<file path="src/rtl/can_tx_bitstream.sv">
// -----------------------------------------------------------------------------
// can_tx_bitstream
//
// Transmit-side bit-stream engine of the CAN controller. Frame bits arrive one
// at a time from the frame sequencer through a single-entry holding register.
// Stuff bits are inserted automatically inside the stuffed region. The line is
// updated at each tx_point strobe from the bit timing block. At each
// sample_point the sampled bus value is compared with the driven bit, and bit
// errors or arbitration loss are flagged.
//
// Parameters
//   STUFF_LEN     number of identical consecutive bits that forces a
//                 complementary stuff bit (2..7)
//
// Ports
//   clk, rst_n    clock, asynchronous active-low reset
//   tx_point      strobe: start of a new bit time (line update)
//   sample_point  strobe: bus sampled, sampled_bit valid
//   sampled_bit   bus value captured at sample_point
//   bit_valid     sequencer offers a frame bit
//   bit_data      frame bit value (0 = dominant)
//   bit_stuff_en  frame bit lies in the stuffed region
//   bit_kind      00 normal, 01 arbitration, 10 ACK slot, 11 treated as 00
//   bit_ready     holding register empty; handshake is bit_valid & bit_ready
//   abort         flush everything, line back to recessive
//   tx            line drive
//   tx_next       value that will be driven at the next tx_point
//   transmitting  a frame bit or stuff bit is on the line
//   stuff_active  the bit on the line is a stuff bit
//   bit_err       one-cycle pulse: driven/received mismatch
//   arb_lost      one-cycle pulse: recessive sent, dominant read, arbitration
// -----------------------------------------------------------------------------
module can_tx_bitstream #(
  parameter int STUFF_LEN = 5
) (
  input  logic       clk,
  input  logic       rst_n,
  input  logic       tx_point,
  input  logic       sample_point,
  input  logic       sampled_bit,
  input  logic       bit_valid,
  input  logic       bit_data,
  input  logic       bit_stuff_en,
  input  logic [1:0] bit_kind,
  output logic       bit_ready,
  input  logic       abort,
  output logic       tx,
  output logic       tx_next,
  output logic       transmitting,
  output logic       stuff_active,
  output logic       bit_err,
  output logic       arb_lost
);

  localparam logic [1:0] KIND_NORMAL = 2'b00;
  localparam logic [1:0] KIND_ARB    = 2'b01;
  localparam logic [1:0] KIND_ACK    = 2'b10;
  localparam logic [1:0] KIND_RSVD   = 2'b11;
  localparam logic [2:0] STUFF_LEN_C = 3'(STUFF_LEN);

  // Holding register
  logic       hold_valid_r;
  logic       hold_bit_r;
  logic       hold_stuff_en_r;
  logic [1:0] hold_kind_r;

  // Line and stuffing state
  logic       tx_r;
  logic       transmitting_r;
  logic       stuff_active_r;
  logic [1:0] line_kind_r;
  logic [2:0] same_cnt_r;
  logic       last_bit_r;
  logic       pending_stuff_r;
  logic       bit_err_r;
  logic       arb_lost_r;

  // Combinational helpers
  logic       tx_next_s;
  logic [2:0] same_next_s;
  logic       arb_hit_s;
  logic       err_hit_s;

  assign bit_ready    = ~hold_valid_r;
  assign tx           = tx_r;
  assign tx_next      = tx_next_s;
  assign transmitting = transmitting_r;
  assign stuff_active = stuff_active_r;
  assign bit_err      = bit_err_r;
  assign arb_lost     = arb_lost_r;

  // Upcoming line value: a pending stuff bit wins over the held frame bit
  always_comb begin
    tx_next_s = 1'b1;
    if (pending_stuff_r) begin
      tx_next_s = ~last_bit_r;
    end else if (hold_valid_r) begin
      tx_next_s = hold_bit_r;
    end else begin
      tx_next_s = 1'b1;
    end
  end

  // Run length after the held bit goes out (restarts at 1 on a level change)
  always_comb begin
    same_next_s = 3'd1;
    if (hold_bit_r == last_bit_r) begin
      same_next_s = same_cnt_r + 3'd1;
    end else begin
      same_next_s = 3'd1;
    end
  end

  // Bus compare against the bit currently on the line (pre-update tx)
  always_comb begin
    arb_hit_s = 1'b0;
    err_hit_s = 1'b0;
    if (sample_point && transmitting_r && (sampled_bit != tx_r)) begin
      if (!stuff_active_r && (line_kind_r == KIND_ACK)) begin
        // ACK slot: the receivers overwrite our recessive bit, not an error
        arb_hit_s = 1'b0;
        err_hit_s = 1'b0;
      end else if (!stuff_active_r && (line_kind_r == KIND_ARB) &&
                   tx_r && !sampled_bit) begin
        arb_hit_s = 1'b1;
        err_hit_s = 1'b0;
      end else begin
        arb_hit_s = 1'b0;
        err_hit_s = 1'b1;
      end
    end else begin
      arb_hit_s = 1'b0;
      err_hit_s = 1'b0;
    end
  end

  // Holding register, line drive, stuffing state and error pulses
  always_ff @(posedge clk or negedge rst_n) begin
    if (!rst_n) begin
      hold_valid_r    <= 1'b0;
      hold_bit_r      <= 1'b1;
      hold_stuff_en_r <= 1'b0;
      hold_kind_r     <= KIND_NORMAL;
      tx_r            <= 1'b1;
      transmitting_r  <= 1'b0;
      stuff_active_r  <= 1'b0;
      line_kind_r     <= KIND_NORMAL;
      same_cnt_r      <= 3'd0;
      last_bit_r      <= 1'b1;
      pending_stuff_r <= 1'b0;
      bit_err_r       <= 1'b0;
      arb_lost_r      <= 1'b0;
    end else if (abort || arb_hit_s || err_hit_s) begin
      // Flush: abort wins and stays silent; an offer made in this cycle
      // belongs to the dead frame and is dropped as well.
      hold_valid_r    <= 1'b0;
      tx_r            <= 1'b1;
      transmitting_r  <= 1'b0;
      stuff_active_r  <= 1'b0;
      line_kind_r     <= KIND_NORMAL;
      same_cnt_r      <= 3'd0;
      last_bit_r      <= 1'b1;
      pending_stuff_r <= 1'b0;
      bit_err_r       <= err_hit_s & ~abort;
      arb_lost_r      <= arb_hit_s & ~abort;
    end else begin
      bit_err_r  <= 1'b0;
      arb_lost_r <= 1'b0;

      // Load only into an empty holding register; since hold_valid_r is
      // still 0 in the load cycle, a same-cycle tx_point cannot consume it.
      if (bit_valid && !hold_valid_r) begin
        hold_valid_r    <= 1'b1;
        hold_bit_r      <= bit_data;
        hold_stuff_en_r <= bit_stuff_en;
        hold_kind_r     <= (bit_kind == KIND_RSVD) ? KIND_NORMAL : bit_kind;
      end else begin
        hold_valid_r    <= hold_valid_r;
      end

      if (tx_point) begin
        if (pending_stuff_r) begin
          // Stuff bit: the held frame bit waits for the next bit time
          tx_r            <= ~last_bit_r;
          transmitting_r  <= 1'b1;
          stuff_active_r  <= 1'b1;
          line_kind_r     <= KIND_NORMAL;
          same_cnt_r      <= 3'd1;
          last_bit_r      <= ~last_bit_r;
          pending_stuff_r <= 1'b0;
        end else if (hold_valid_r) begin
          tx_r           <= hold_bit_r;
          transmitting_r <= 1'b1;
          stuff_active_r <= 1'b0;
          line_kind_r    <= hold_kind_r;
          last_bit_r     <= hold_bit_r;
          hold_valid_r   <= 1'b0;
          if (hold_stuff_en_r) begin
            same_cnt_r      <= same_next_s;
            pending_stuff_r <= (same_next_s == STUFF_LEN_C);
          end else begin
            same_cnt_r      <= 3'd0;
            pending_stuff_r <= 1'b0;
          end
        end else begin
          tx_r            <= 1'b1;
          transmitting_r  <= 1'b0;
          stuff_active_r  <= 1'b0;
          line_kind_r     <= KIND_NORMAL;
          same_cnt_r      <= 3'd0;
          last_bit_r      <= 1'b1;
          pending_stuff_r <= 1'b0;
        end
      end else begin
        tx_r            <= tx_r;
        pending_stuff_r <= pending_stuff_r;
      end
    end
  end

endmodule

</file>
<file path="config.mk">
export PLATFORM = sky130hd
export DESIGN_NAME = can_tx_bitstream
export DESIGN_NICKNAME = d
export VERILOG_FILES = /design/src/rtl/can_tx_bitstream.sv
export SDC_FILE = /design/constraint.sdc
export NUM_CORES = 1
export LEC_CHECK = 0
export BUFFER_PORTS_ARGS = -buffer_cell sky130_fd_sc_hd__buf_2
export CAP_MARGIN = 40
export CORE_MARGIN = 3
export CORE_UTILIZATION = 51
export DETAILED_ROUTE_END_ITERATION = 6
export PLACE_DENSITY = 0.76
export SLEW_MARGIN = 20
export SYNTH_ARGS = -nofsm -noshare
export SYNTH_HDL_FRONTEND = slang
export SYNTH_SLANG_ARGS = --single-unit
</file>
<file path="constraint.sdc">
create_clock -name clk -period 1.89 [get_ports clk]
set_input_delay 0.378 -clock clk [delete_from_list [all_inputs] [get_ports clk]]
set_output_delay 0.378 -clock clk [all_outputs]
set_load 0.05 [all_outputs]
</file>
==> metrics <==
run status=finished clean; DIE HEIGHT=46.2 µm; critical path required time=1.51 ns; clock-pin transition on the worst setup and hold timing paths=0.09 ns; crit path kind=flip-flop to primary output; CTS Buffer Depth=2; Largest regs=same_cnt_r x3, hold_kind_r x2, line_kind_r x2; YS warnings=0; Combinational Power Share=0.185; commonest non-fill, non-tap cells in the layout=16 x buf_2, 14 x dfrtp_1, 7 x nand2_1; Post-Layout Cell Count=109; Placed Cells=104; area grow syn2layout=18.0%; fin crit period=1.77 ns; # IOs=18; Largest register FFs=3; clk sinks=16; synth unique cells=27; setup TNS=0 ns; Worst Tran Pin Value=0.471 ns; Post-Route Skew=0.00194 ns; DIE AREA=0.00214 mm²; antenna violations before repair=0; via count=599; Syn Nets=85; max_cap viols=0; core area=0.00142 mm²; maximum vdd drop=0.666 mV; Final Max Slew Viols=0; first-pass GRT wire length=2500 µm; internal power=0.544 mW; Arrival @ worst endpoint=1.39 ns; CP Max Fanout=8; gr ovfl total=0; Chip Width=46.2 µm; CTS tree=built; syn avg cell area=11.3 µm²; Worst-Skew Late Latency=0.28 ns; switching share of power=0.274; RSZ-0062 raised after global routing=no; vias in the first global route=571; largest net degree at the start of global routing=17; Static Leak=0.446 nW; # Post-CTS Setup Buffers=0; share of cells above drive strength 1=0.362; drt via density=5.50; Initial Util=0.584; maximum clock frequency=0.566 GHz; Mapped Cells=73; DR iter-0 viols=5; Reg with most FFs=same_cnt_r; Seq/Total Area, Yosys=0.488; H-Tree Level Count=1; Final nets=107; CTS Root Cell=clkbuf_4; final hold vios=0; Clk pwr share=0.291; switching power=0.206 mW; Row Count=13; setup violators final=0; routed wire length=1420 µm; drt drc=0; PwrDens=769 mW/mm²; Reg power frac=0.524; GPL Wtd Cong=0.733; hold crit path type=primary input to flip-flop; Tot GR Track Use=0.174; Startpoint Class=flip-flop; # port buffers=17; DR pass1 iterations=4; Setup crit end kind=primary output; Num CTS Buffers=3; HPWL Detailed=1100 µm; Detail Route Antenna Nets=0; Antenna Cells=0; mapped cell area=826 µm²; Slew headroom=0.686; synthesized flop and latch total=16; wire per inst=13.0 µm; period utilisation layout=0.934; commonest non-fill, non-tap cell in the layout=buf_2
[kinds of logic (layout without fill, tap and decap cells)]
kind of cell / Yosys count / in the layout / share of synthesized area
AO/OA/AOI/OAI: 15 / 15 / 0.164
multiplexers: 5 / 5 / 0.0667
AND/OR/NAND/NOR: 29 / 29 / 0.214
buffers and inverters: 5 / 26 / 0.0227
XOR/XNOR: 2 / 2 / 0.0303
flip-flops: 16 / 16 / 0.488
adder cells (fa/ha/maj): 1 / 1 / 0.0151
[final timing paths]
| kind | slack (ns) | end | cells after the start | startpoint |
|---|---|---|---|---|
| worst max-delay path | 0.12 | tx_next | 3 | hold_valid_r |
| worst min-delay path | 0.30 | arb_lost | 2 | abort |
| worst max register to register | 0.38 | hold_kind_r[0] | 3 | last_bit_r |
| worst min register to register | 0.51 | hold_kind_r[1] | 1 | hold_kind_r[1] |
| max in group asynchronous | 1.06 | last_bit_r | 2 | rst_n |
| min in group asynchronous | 0.52 | arb_lost | 2 | rst_n |
[per-layer routing]
layer  vias to the layer above  global-route usage  wire length, µm
li1                        306                   -                -
met1                       270               0.205              648
met2                        18               0.272              642
met3                         5              0.0703              103
met4                         0              0.0852               25
met5                         -                   0                0
[worst max-delay path, stage by stage, from the launching register on]
cell	delay, ns
dfrtp_1	0.47
nor3b_1	0.17
a21oi_1	0.19
clkbuf_4	0.28
[power groups by stage]
stage / combinational [mW] / clock (mW) / sequential [mW]
after detailed placement: 0.137 / 0 / 0.400
after floorplan: 0.0887 / 0 / 0.406
after CTS: 0.139 / 0.227 / 0.393
after global placement: 0.136 / 0 / 0.399
final: 0.139 / 0.218 / 0.393
after global routing: 0.154 / 0.249 / 0.397
[cell usage after synthesis, drive strengths merged]
library cell	count	area, µm²
or3	1	11.3
dfstp	2	52.6
o211ai	1	7.51
nor2b	6	37.5
a21oi	5	25.0
nand3	2	10.0
a211o	1	8.76
o2111ai	1	8.76
nor3	1	10.0
ha	1	12.5
xnor2	2	25.0
inv	4	15.0
a21o	1	7.51
a311oi	3	26.3
nor2	6	22.5
nand2	7	26.3
dfrtp	14	350
nor3b	4	40.0
nor4b	1	8.76
a32oi	1	8.76
mux2i	1	10.0
o31ai	2	42.5
and4b	1	10.0
clkbuf	1	3.75
mux2	4	45.0
[cell type report]
class	instances	area [µm²]
fill	110	440
inverter	4	15.0
sequential	16	403
timing repair buffer	18	97.6
multi-input combinational	52	404
clock buffer	4	36.3
tap	15	18.8
[what timing repair did]
action | 4_1_cts | 5_1_grt
endpoints found under the setup margin | 0 | 1
resized for setup | 0 | 1
endpoints found under the hold margin | 14 | 0
hold buffers | 1 | 0
[through the flow]
stage | util | hold WS (ns) | total power, mW | instance area (µm²) | setup slack [ns]
6_report | 0.689 | 0.295 | 0.750 | 975 | 0.124
5_1_grt | 0.689 | 0.280 | 0.800 | 975 | 0.0207
4_1_cts | 0.687 | 0.290 | 0.759 | 972 | 0.104
3_5_place_dp | 0.654 | 0.302 | 0.537 | 926 | 0.390
3_3_place_gp | 0.654 | 0.302 | 0.535 | 926 | 0.412
2_1_floorplan | - | 0.0824 | 0.495 | 826 | 0.138
Power figures use the tool's default switching activity.
